## config.mk

```make
export PLATFORM = sky130hd
export DESIGN_NAME = adc_scan_reader_flat
export DESIGN_NICKNAME = d
export VERILOG_FILES = /design/src/rtl/adc_scan_reader_if.sv /design/src/rtl/adc_scan_reader.sv /design/src/flat_wrapper.sv
export SDC_FILE = /design/constraint.sdc
export NUM_CORES = 1
export LEC_CHECK = 0
export CORE_MARGIN = 5
export CORE_UTILIZATION = 50
export DETAILED_ROUTE_END_ITERATION = 8
export PLACE_DENSITY = 0.69
export SYNTH_ARGS = -nofsm -noshare
export SYNTH_HDL_FRONTEND = slang
export SYNTH_SLANG_ARGS = --single-unit
export TNS_END_PERCENT = 100
```

## constraint.sdc

```tcl
create_clock -name xclk -period 6.6 [get_ports xclk]
set_input_delay 1.98 -clock xclk [delete_from_list [all_inputs] [get_ports xclk]]
set_output_delay 1.98 -clock xclk [all_outputs]
set_load 0.02 [all_outputs]
```

## src/rtl/adc_scan_reader_if.sv

```systemverilog
// DSP-side read port of the ADC scan reader: strobe and address in, read data and valid out.
interface adc_scan_reader_if;
   logic        read_qualified;
   logic [7:0]  ab;
   logic [15:0] db_out;
   logic        data_from_adc_avail;

   modport master (output read_qualified, ab, input db_out, data_from_adc_avail);
   modport slave  (input read_qualified, ab, output db_out, data_from_adc_avail);
endinterface

```

## src/rtl/adc_scan_reader.sv

```systemverilog
// Round-robin scanner for eight 12-bit serial ADCs: one 16-bit SPI frame per channel,
// latest sample and a fresh flag kept per channel, served through combinational bus reads.
module adc_scan_reader #(
   parameter int unsigned CLK_DIV         = 4,
   parameter int unsigned SCAN_GAP        = 16,
   parameter logic [3:0]  ADC_ADDR_NIBBLE = 4'hB
) (
   input  logic             xclk,
   input  logic             reset,
   input  logic             scan_enable,
   adc_scan_reader_if.slave bus,
   output logic             adc_sclk,
   output logic [7:0]       adc_cs_n,
   input  logic             adc_miso,
   output logic [3:0]       testpoint
);

   typedef enum logic [2:0] {IDLE, CS_SETUP, SHIFT, STORE, GAP} state_e;

   localparam logic [7:0] DIV_LAST = 8'(CLK_DIV - 1);
   localparam logic [7:0] GAP_LAST = 8'(SCAN_GAP - 1);

   state_e      state_q;
   logic [7:0]  cnt_q;
   logic [4:0]  half_q;
   logic [2:0]  ptr_q;
   logic [11:0] shift_q;
   logic        sclk_q;
   logic [7:0]  cs_n_q;
   logic [11:0] sample_q [8];
   logic [7:0]  fresh_q;
   logic [7:0]  fresh_d;
   logic [1:0]  miso_sync_q;
   logic        miso_sync;

   logic        rd_hit;
   logic        rd_chan;
   logic        rd_status;
   logic [2:0]  rd_idx;

   assign miso_sync = miso_sync_q[1];

   always_ff @(posedge xclk or posedge reset) begin
      if (reset) begin
         miso_sync_q <= '0;
      end else begin
         // NOTE: non-blocking assignments so every flop samples pre-edge values, independent of statement order.
         miso_sync_q <= {miso_sync_q[0], adc_miso};
      end
   end

   assign rd_hit    = bus.read_qualified && (bus.ab[7:4] == ADC_ADDR_NIBBLE) && !reset;
   assign rd_idx    = bus.ab[2:0];
   assign rd_chan   = rd_hit && !bus.ab[3];
   assign rd_status = rd_hit && (bus.ab[3:0] == 4'h8);

   // A store in the same cycle as a read-clear of that channel must leave the flag set.
   always_comb begin
      fresh_d = fresh_q;
      if (rd_chan) fresh_d[rd_idx] = 1'b0;
      if (state_q == STORE) fresh_d[ptr_q] = 1'b1;
   end

   always_ff @(posedge xclk or posedge reset) begin
      if (reset) begin
         state_q <= IDLE;
         cnt_q   <= '0;
         half_q  <= '0;
         ptr_q   <= '0;
         shift_q <= '0;
         sclk_q  <= 1'b0;
         cs_n_q  <= '1;
         fresh_q <= '0;
         // NOTE: the sample array is reset on purpose: reads after reset must return zero samples.
         for (int i = 0; i < 8; i++) sample_q[i] <= '0;
      end else begin
         fresh_q <= fresh_d;
         case (state_q)
            IDLE: begin
               if (scan_enable) begin
                  state_q <= CS_SETUP;
                  cs_n_q  <= ~(8'd1 << ptr_q);
                  cnt_q   <= '0;
               end
            end
            CS_SETUP: begin
               if (cnt_q == DIV_LAST) begin
                  state_q <= SHIFT;
                  cnt_q   <= '0;
                  half_q  <= '0;
               end else begin
                  cnt_q <= cnt_q + 8'd1;
               end
            end
            SHIFT: begin
               if (cnt_q == DIV_LAST) begin
                  cnt_q  <= '0;
                  sclk_q <= ~sclk_q;
                  half_q <= half_q + 5'd1;
                  // Only the low 12 bits of the frame survive; the leading nibble falls off the top.
                  if (!sclk_q) shift_q <= {shift_q[10:0], miso_sync};
                  if (half_q == 5'd31) state_q <= STORE;
               end else begin
                  cnt_q <= cnt_q + 8'd1;
               end
            end
            STORE: begin
               sample_q[ptr_q] <= shift_q;
               cs_n_q          <= '1;
               ptr_q           <= ptr_q + 3'd1;
               cnt_q           <= '0;
               state_q         <= GAP;
            end
            GAP: begin
               if (cnt_q == GAP_LAST) begin
                  cnt_q <= '0;
                  if (scan_enable) begin
                     state_q <= CS_SETUP;
                     cs_n_q  <= ~(8'd1 << ptr_q);
                  end else begin
                     state_q <= IDLE;
                  end
               end else begin
                  cnt_q <= cnt_q + 8'd1;
               end
            end
            default: state_q <= IDLE;
         endcase
      end
   end

   always_comb begin
      // NOTE: defaults first so every path assigns both outputs and no latch is inferred.
      bus.db_out              = 16'h0000;
      bus.data_from_adc_avail = 1'b0;
      if (rd_chan) begin
         bus.db_out              = {fresh_q[rd_idx], rd_idx, sample_q[rd_idx]};
         bus.data_from_adc_avail = 1'b1;
      end else if (rd_status) begin
         bus.db_out              = {8'h00, fresh_q};
         bus.data_from_adc_avail = 1'b1;
      end
   end

   assign adc_sclk  = sclk_q;
   assign adc_cs_n  = cs_n_q;
   assign testpoint = {state_q[1:0], sclk_q, miso_sync};

endmodule

```

## src/flat_wrapper.sv

```systemverilog
// flat-port wrapper written by rule: the top's interface ports become plain ports
module adc_scan_reader_flat 
#(
   parameter int unsigned CLK_DIV         = 4,
   parameter int unsigned SCAN_GAP        = 16,
   parameter logic [3:0]  ADC_ADDR_NIBBLE = 4'hB
)
  (xclk, reset, scan_enable, adc_sclk, adc_cs_n, adc_miso, testpoint, bus_read_qualified, bus_ab, bus_db_out, bus_data_from_adc_avail);
  adc_scan_reader_if bus_i ();
  input  logic xclk;
  input  logic reset;
  input  logic scan_enable;
  output logic adc_sclk;
  output logic [7:0] adc_cs_n;
  input  logic adc_miso;
  output logic [3:0] testpoint;
  input wire logic [$bits(bus_i.read_qualified)-1:0] bus_read_qualified;
  input wire logic [$bits(bus_i.ab)-1:0] bus_ab;
  output wire logic [$bits(bus_i.db_out)-1:0] bus_db_out;
  output wire logic [$bits(bus_i.data_from_adc_avail)-1:0] bus_data_from_adc_avail;
  assign bus_i.read_qualified = bus_read_qualified;
  assign bus_i.ab = bus_ab;
  assign bus_db_out = bus_i.db_out;
  assign bus_data_from_adc_avail = bus_i.data_from_adc_avail;
  adc_scan_reader #(.CLK_DIV(CLK_DIV), .SCAN_GAP(SCAN_GAP), .ADC_ADDR_NIBBLE(ADC_ADDR_NIBBLE)) u_core (.xclk(xclk), .reset(reset), .scan_enable(scan_enable), .bus(bus_i), .adc_sclk(adc_sclk), .adc_cs_n(adc_cs_n), .adc_miso(adc_miso), .testpoint(testpoint));
endmodule
```

After elaboration in Yosys (flattened, before gate mapping)
Index checks and enable logic that the tools add are counted.
W data, S select, Z words.

storage, ports and cells
  register bits after elaboration = 146
  input bits = 13
  output and inout bits = 30
  logic and storage cells = 104

cells by class
  $add $sub $neg = 3
  magnitude comparators = 7
  equality and inequality tests = 14
  shift operators = 1
  muxes and demuxes = 35
  bitwise logic cells = 7
  reductions and logical operators = 20

operators by type and width
  operator               count
  $bwmux W96             1
  $mux W8                8
  $bmux W12 S3           1
  $demux W12 S3          1
  $mux W12               3
  $pmux W8 S4            1
  $pmux W8 S3            1
  $mux W16               1
  $not A8 Y8             2
  $mux W3                5
  $pmux W3 S5            1
  $mux W5                2
  $pmux W5 S2            1
  $add A8 B1 Y8 const B  1
  $and A8 B8 Y8          1
  $eq A4 B4 Y1 const B   2
  $eq A8 B2 Y1 const B   1
  $eq A8 B4 Y1 const B   1
  $ge A4 B4 Y1 const B   2
  $lt A3 B4 Y1 const B   2
  $ne A2 B1 Y1 const B   4
  $not A3 Y4             2
  $or A8 B8 Y8           1
  $shl A1 B3 Y8 const A  1
  23 further kinds       41

Depth between registers and ports, before layout
Gate-level depths: netlist of the first run.

  depth in word-level cells = 9
  gate-level depth with buffers = 6
  gate-level depth less buffers = 6

Worst setup path after synthesis of the first run
No wires, ideal clock.

  path kind = input port to output port
  start point = input port bus_ab[1]
  end point = output port bus_db_out[1]
  arrival time = 3412 ps
  data required time = 4620 ps
  path slack = 1208 ps
  stages on the path = 5
  path buffers = 2
  cell sequence = clkbuf_1 buf_1 mux4_2 mux2i_1 o2bb2ai_1

between the ends
  word-level cells in the longest chain between the ends = 5
  elaborated cells on any way between the ends = 8
  classes of those cells = eq/ne (1); mux (5); bitwise (1); reduce/logical (1)

ends and longest elaborated chain
  item                                          line                    source
  start: declaration                            flat_wrapper.sv:18      input wire logic [$bits(bus_i.ab)-1:0] bus_ab;
  $not A3 Y4 (implied by the code)              adc_scan_reader.sv:137  bus.db_out = {fresh_q[rd_idx], rd_idx, sample_q[rd_idx]};
  $bmux W12 S3                                  adc_scan_reader.sv:137
  $mux W12 (implied by the code) (2 in series)  adc_scan_reader.sv:137
  $mux W16 (*)                                  adc_scan_reader.sv:136  if (rd_chan) begin
  end: declaration                              flat_wrapper.sv:19      output wire logic [$bits(bus_i.db_out)-1:0] bus_db_out;

Every way passes the cells marked *; elsewhere a longest branch is shown, timed or not. The select of a mux whose other input is x is not followed.

Worst setup path in the final report of the first run
  start point = input port reset
  end point = output port bus_db_out[5]

between the ends
  word-level cells in the longest chain between the ends = 5
  elaborated cells on any way between the ends = 6
  classes of those cells = mux (2); reduce/logical (4)

ends and longest elaborated chain
  item                     line                    source
  start: declaration       flat_wrapper.sv:11      input logic reset;
  $logic_not A1 Y1 (*)     adc_scan_reader.sv:52   assign rd_hit = bus.read_qualified && (bus.ab[7:4] == ADC_ADDR_NIBBLE) && !reset;
  $logic_and A1 B1 Y1 (*)  adc_scan_reader.sv:52
  $logic_and A1 B1 Y1      adc_scan_reader.sv:55   assign rd_status = rd_hit && (bus.ab[3:0] == 4'h8);
  $mux W8                  adc_scan_reader.sv:139  end else if (rd_status) begin
  $mux W16 (*)             adc_scan_reader.sv:136

Every way passes the cells marked *; elsewhere a longest branch is shown, timed or not.

==> qor.csv, run 1 <==
metric;value;unit
mean post-synth cell area;13.5;sq um
Final TNS setup;0;ps
Hold WC Path Type;reg -> reg;
initial antenna violation count;0;
n_diodes;0;
setup bufs post-CTS;0;
DR WL/cell;20.2;um
first-pass GRT wire length;25000;um
post-route ant nets;0;
Final Critical Period;6390;ps
Synth top area share;0.494;
final setup fails;0;
DR iter-0 viols;359;
CTS H-tree lvls;4;
Yosys warnings;0;
VDD IR-drop max;0.000317;V
commonest non-fill, non-tap cell in the layout;dfrtp_1;
Multi-input gate area;0.00311;sq mm
fin crit share;0.968;
DIE HEIGHT;128;um
Startpoint Class;input port;
Max Slew Vio Count;0;
Initial Utilization;0.507;
worst-margin pin slew;1100;ps
RSZ-0062 raised after global routing;no;
Setup crit end kind;output pin;
Overall Global Routing Usage;0.197;
Post-synth EDFFs;0;
Cell Area, Synth;0.00699;sq mm
cell mode on critical path;clkdlybuf4s50_1;
crit-path max FO;9;
crit path cell chain;clkdlybuf4s50_1 -> nor4bb_1 -> nand3_1 -> nor4_2 -> buf_4 -> o2bb2ai_1 -> clkdlybuf4s50_1;
Remaining DRCs;0;
Reg clk slew, reported paths;50;ps
share of cells above drive strength 1;0.367;
drt pass-1 iters;7;
Num CTS Buffers;17;
Peak Freq;157;MHz
grt total ovfl;0;
Post-CTS Hold Buffers;0;
ys async rst share;1.00;
Yosys cell types;51;
WL final;15100;um
Area contributors post-synth;dfrtp_1 (49%), mux2_2 (17%), mux4_2 (8.4%);
sequential cell area;0.00366;sq mm
Max-Cap Viols;0;
CP peak stage delay;630;ps
flop and latch count out of synthesis;146;
I/O pin cnt;43;
fin worst setup slack;213;ps
Slew headroom;0.267;
CTS tree;built;
worst skew pair latency;420;ps
Row Count;43;
pwr dens;293;mW/mm^2
cells after synthesis;519;
clk sinks;146;
sequential share of the synthesized area;0.524;
Die Wd;128;um
area grow syn2layout;16.7;%
kind of critical path;in -> out;
Root Driver;clkbuf_16;
die footprint;0.0164;sq mm
Port Buf Inserts;42;
Min Hold Slack;346;ps
vias in the first global route;4686;
Max clock buf depth;2;
Layout Skew;8.81;ps
status;finished, final reports clean;
GP Congestion;0.799;
Post-Syn Nets;541;
via count;4316;
post-layout util;0.592;
largest net degree at the start of global routing;105;
Synth Flop Type;dfrtp_1;
Arrival @ worst endpoint;4410;ps
most frequent cells in the layout;dfrtp_1 (138), mux2_2 (106), nand2_1 (46), clkdlybuf4s50_1 (41), mux4_2 (26);
# resized after CTS;0;
Req. time, crit path;4620;ps
fillers;1135;
final net count;576;
pre-CTS WS;240;ps
DP Wirelength;9510;um
Core Box Area;0.0138;sq mm
cell with the largest stage delay on the worst path;clkdlybuf4s50_1;
via/cell ratio;5.78;
Fin. Hold Viols;0;
Synth area leader;dfrtp_1;
Leak;0.00375;uW
-- kinds of logic (layout without fill, tap and decap cells) --
kind of cell | count (synthesis) | in the layout | share of synthesized area
xor gates and xnor gates | 4 | 4 | 0.00502
adders and majority gates | 9 | 9 | 0.0161
muxes | 151 | 151 | 0.289
and+or+nand+nor | 105 | 105 | 0.0795
AOI/OAI and AO/OA | 54 | 54 | 0.0532
buffers and inverters | 50 | 98 | 0.0326
DFF | 146 | 146 | 0.524
-- metal layers --
metal  track usage  share of wire
met1         0.260           0.45
met2         0.317           0.51
met3        0.0571          0.034
met4        0.0581          0.012
met5             0              0
-- per-stage QoR --
stage	cell area [sq um]	total power [uW]	std cells
6_report	8160	2390	747
5_1_grt	8160	2500	747
3_3_place_gp	7580	1460	715
3_5_place_dp	7580	1470	715
4_1_cts	8160	2410	747
2_1_floorplan	6990	1350	519
-- path summary, 6_finish.rpt --
path                                                   end  cells past startpoint  slack [ps]                            start
max                                          bus_db_out[5]                      7         210                            reset
min reg2reg                u_core.miso_sync_q[1]$_DFF_PP0_                      0         350  u_core.miso_sync_q[0]$_DFF_PP0_
max in group asynchronous  u_core.sample_q[82]$_DFFE_PP0P_                      3        3380                            reset
max reg2reg                u_core.sample_q[89]$_DFFE_PP0P_                      4        3760    u_core.state_q[0]$_DFFE_PP0P_
min in group asynchronous  u_core.sample_q[84]$_DFFE_PP0P_                      2        2140                            reset
min                        u_core.miso_sync_q[1]$_DFF_PP0_                      0         350  u_core.miso_sync_q[0]$_DFF_PP0_
-- synthesized netlist by cell type, drive strengths merged, types with 6 or more instances --
| cell type | n |
|---|---|
| o2bb2ai | 8 |
| ha | 9 |
| dfrtp | 138 |
| inv | 11 |
| mux4 | 26 |
| mux2i | 9 |
| mux2 | 116 |
| o21ai | 18 |
| nand2 | 47 |
| clkbuf | 6 |
| nor2 | 11 |
| buf | 33 |
| a21oi | 8 |
| nand2b | 8 |
| nand3 | 13 |
| dfstp | 8 |
-- state kept, by name (all words and copies together) (netlist names) --
signal,cells
u_core.shift_q,12
u_core.sample_q,96
u_core.ptr_q,3
u_core.miso_sync_q,2
u_core.state_q,3
u_core.half_q,5
u_core.fresh_q,8
u_core.adc_sclk,1
u_core.adc_cs_n,8
u_core.cnt_q,8
-- critical path: cells and delay by family --
kind | cells | cell delay, ps
compound gates | 1 | 140
simple gates | 3 | 950
buf+inv | 3 | 1330
-- final cells by class --
class,instances,share of cell area
inverter,11,0.00568
sequential,146,0.449
multi-input combinational,323,0.381
tap,180,0.0276
timing repair buffer,55,0.0660
clock buffer,22,0.0569
clock inverter,10,0.0133
-- power by group --
part           internal [uW]  switching [uW]
logic                    179             232
clock network            573             359
registers                960            86.4
Note: power is estimated with default switching activity, not from simulation.
==> run 2: changes to the inputs <==
clock period = 8 ns   (was 6.6 ns; I/O delays follow)
==> qor.csv, run 2 (same netlist as run 1, synthesis figures left out) <==
metric;value;unit
CTS H-tree lvls;4;
status;finished, final reports clean;
fin worst setup slack;663;ps
WL final;15200;um
Req. time, crit path;5600;ps
final net count;575;
largest registers;u_core.sample_q: 96 flops, u_core.shift_q: 12 flops;
DP Wirelength;9630;um
post-route ant nets;0;
pre-CTS WS;667;ps
area grow syn2layout;16.8;%
Port Buf Inserts;42;
commonest non-fill, non-tap cell in the layout;dfrtp_1;
Largest Register;u_core.sample_q;
Startpoint Class;input port;
most frequent cells in the layout;dfrtp_1 (138), mux2_2 (106), nand2_1 (46), clkdlybuf4s50_1 (41), mux4_2 (26);
Post-CTS Hold Buffers;0;
setup bufs post-CTS;0;
Setup crit end kind;output pin;
Num CTS Buffers;17;
Final Non-Filler Cells;746;
clk sinks;146;
Final TNS setup;0;ps
crit-path max FO;6;
Leak;0.00375;uW
die footprint;0.0164;sq mm
Row Count;43;
pwr dens;247;mW/mm^2
Remaining DRCs;0;
Max clock buf depth;2;
RSZ-0062 raised after global routing;no;
Layout Skew;7.77;ps
# resized after CTS;0;
n_diodes;0;
fin crit share;0.917;
Max-Cap Viols;0;
final setup fails;0;
GP Congestion;0.794;
I/O pin cnt;43;
DR iter-0 viols;320;
initial antenna violation count;0;
Max Slew Vio Count;0;
Initial Utilization;0.507;
kind of critical path;in -> out;
worst-margin pin slew;1090;ps
Peak Freq;136;MHz
placed cell count;714;
DR WL/cell;20.3;um
share of cells above drive strength 1;0.366;
Reg clk slew, reported paths;60;ps
VDD IR-drop max;0.000253;V
via count;4387;
Overall Global Routing Usage;0.196;
Die Wd;128;um
worst skew pair latency;420;ps
first-pass GRT wire length;24700;um
CTS tree;built;
grt total ovfl;0;
Slew headroom;0.269;
Fin. Hold Viols;0;
Final Critical Period;7340;ps
max reg flops;96;
Hold WC Path Type;reg -> reg;
vias in the first global route;4591;
Core Box Area;0.0138;sq mm
fillers;1135;
largest net degree at the start of global routing;85;
drt pass-1 iters;4;
Root Driver;clkbuf_16;
via/cell ratio;5.88;
DIE HEIGHT;128;um
Arrival @ worst endpoint;4940;ps
==> run 2: cell count changes in the layout (fill, tap and decap cells not counted), sizes merged <==
cell and change:
clkinv -2, buf -1, bufinv +1, clkbuf +1
==> run 2: metal layers <==
layer  GRT usage  vias up  part of all wire
met5           0        -                 0
met4      0.0668        0             0.020
met3      0.0450       23             0.037
met2       0.323       91              0.50
met1       0.258     2309              0.44
li1            -     1964                 -
==> run 2: layout make-up <==
cell class	count	area, sq um	share of cell area
well taps	180	225	0.0276
repair buffers	54	505	0.0620
clock buffers	23	478	0.0586
clock inverters	9	129	0.0158
flip-flops and latches	146	3660	0.449
inverters	11	46.3	0.00568
multi-input cells	323	3110	0.381
==> run 2: metrics by stage <==
step | cell area (sq um) | power [uW] | utilization | hold WS (ps)
global route | 8160 | 2110 | 0.592 | 375
detailed placement | 7550 | 1210 | 0.548 | 345
global placement | 7550 | 1200 | 0.548 | 334
finish | 8160 | 2010 | 0.592 | 360
CTS | 8160 | 2030 | 0.592 | 359
floorplan | 6990 | 1110 | - | 331
==> run 2: final timing paths <==
kind                       slack, ps                             from  cells after the start                               to
min reg2reg                      360  u_core.miso_sync_q[0]$_DFF_PP0_                      0  u_core.miso_sync_q[1]$_DFF_PP0_
max in group asynchronous       4090                            reset                      3      u_core.fresh_q[3]$_DFF_PP0_
max reg2reg                     5280    u_core.state_q[1]$_DFFE_PP0P_                      4  u_core.sample_q[78]$_DFFE_PP0P_
max                              660                            reset                      7                    bus_db_out[4]
min                              360  u_core.miso_sync_q[0]$_DFF_PP0_                      0  u_core.miso_sync_q[1]$_DFF_PP0_
min in group asynchronous       2460                            reset                      2  u_core.sample_q[13]$_DFFE_PP0P_
==> run 2: power by group <==
part / switching [uW] / leakage (uW) / internal, uW
Sequential: 70.7 / 0.00197 / 792
Clock: 301 / 0.000293 / 514
Combinational: 190 / 0.00148 / 146
==> run 2: worst max-delay path: stages <==
cell	delay, ps
clkdlybuf4s50_1	490
nor4bb_1	480
nand3_1	180
nor4_2	390
buf_4	240
o2bb2ai_1	130
clkdlybuf4s50_1	620
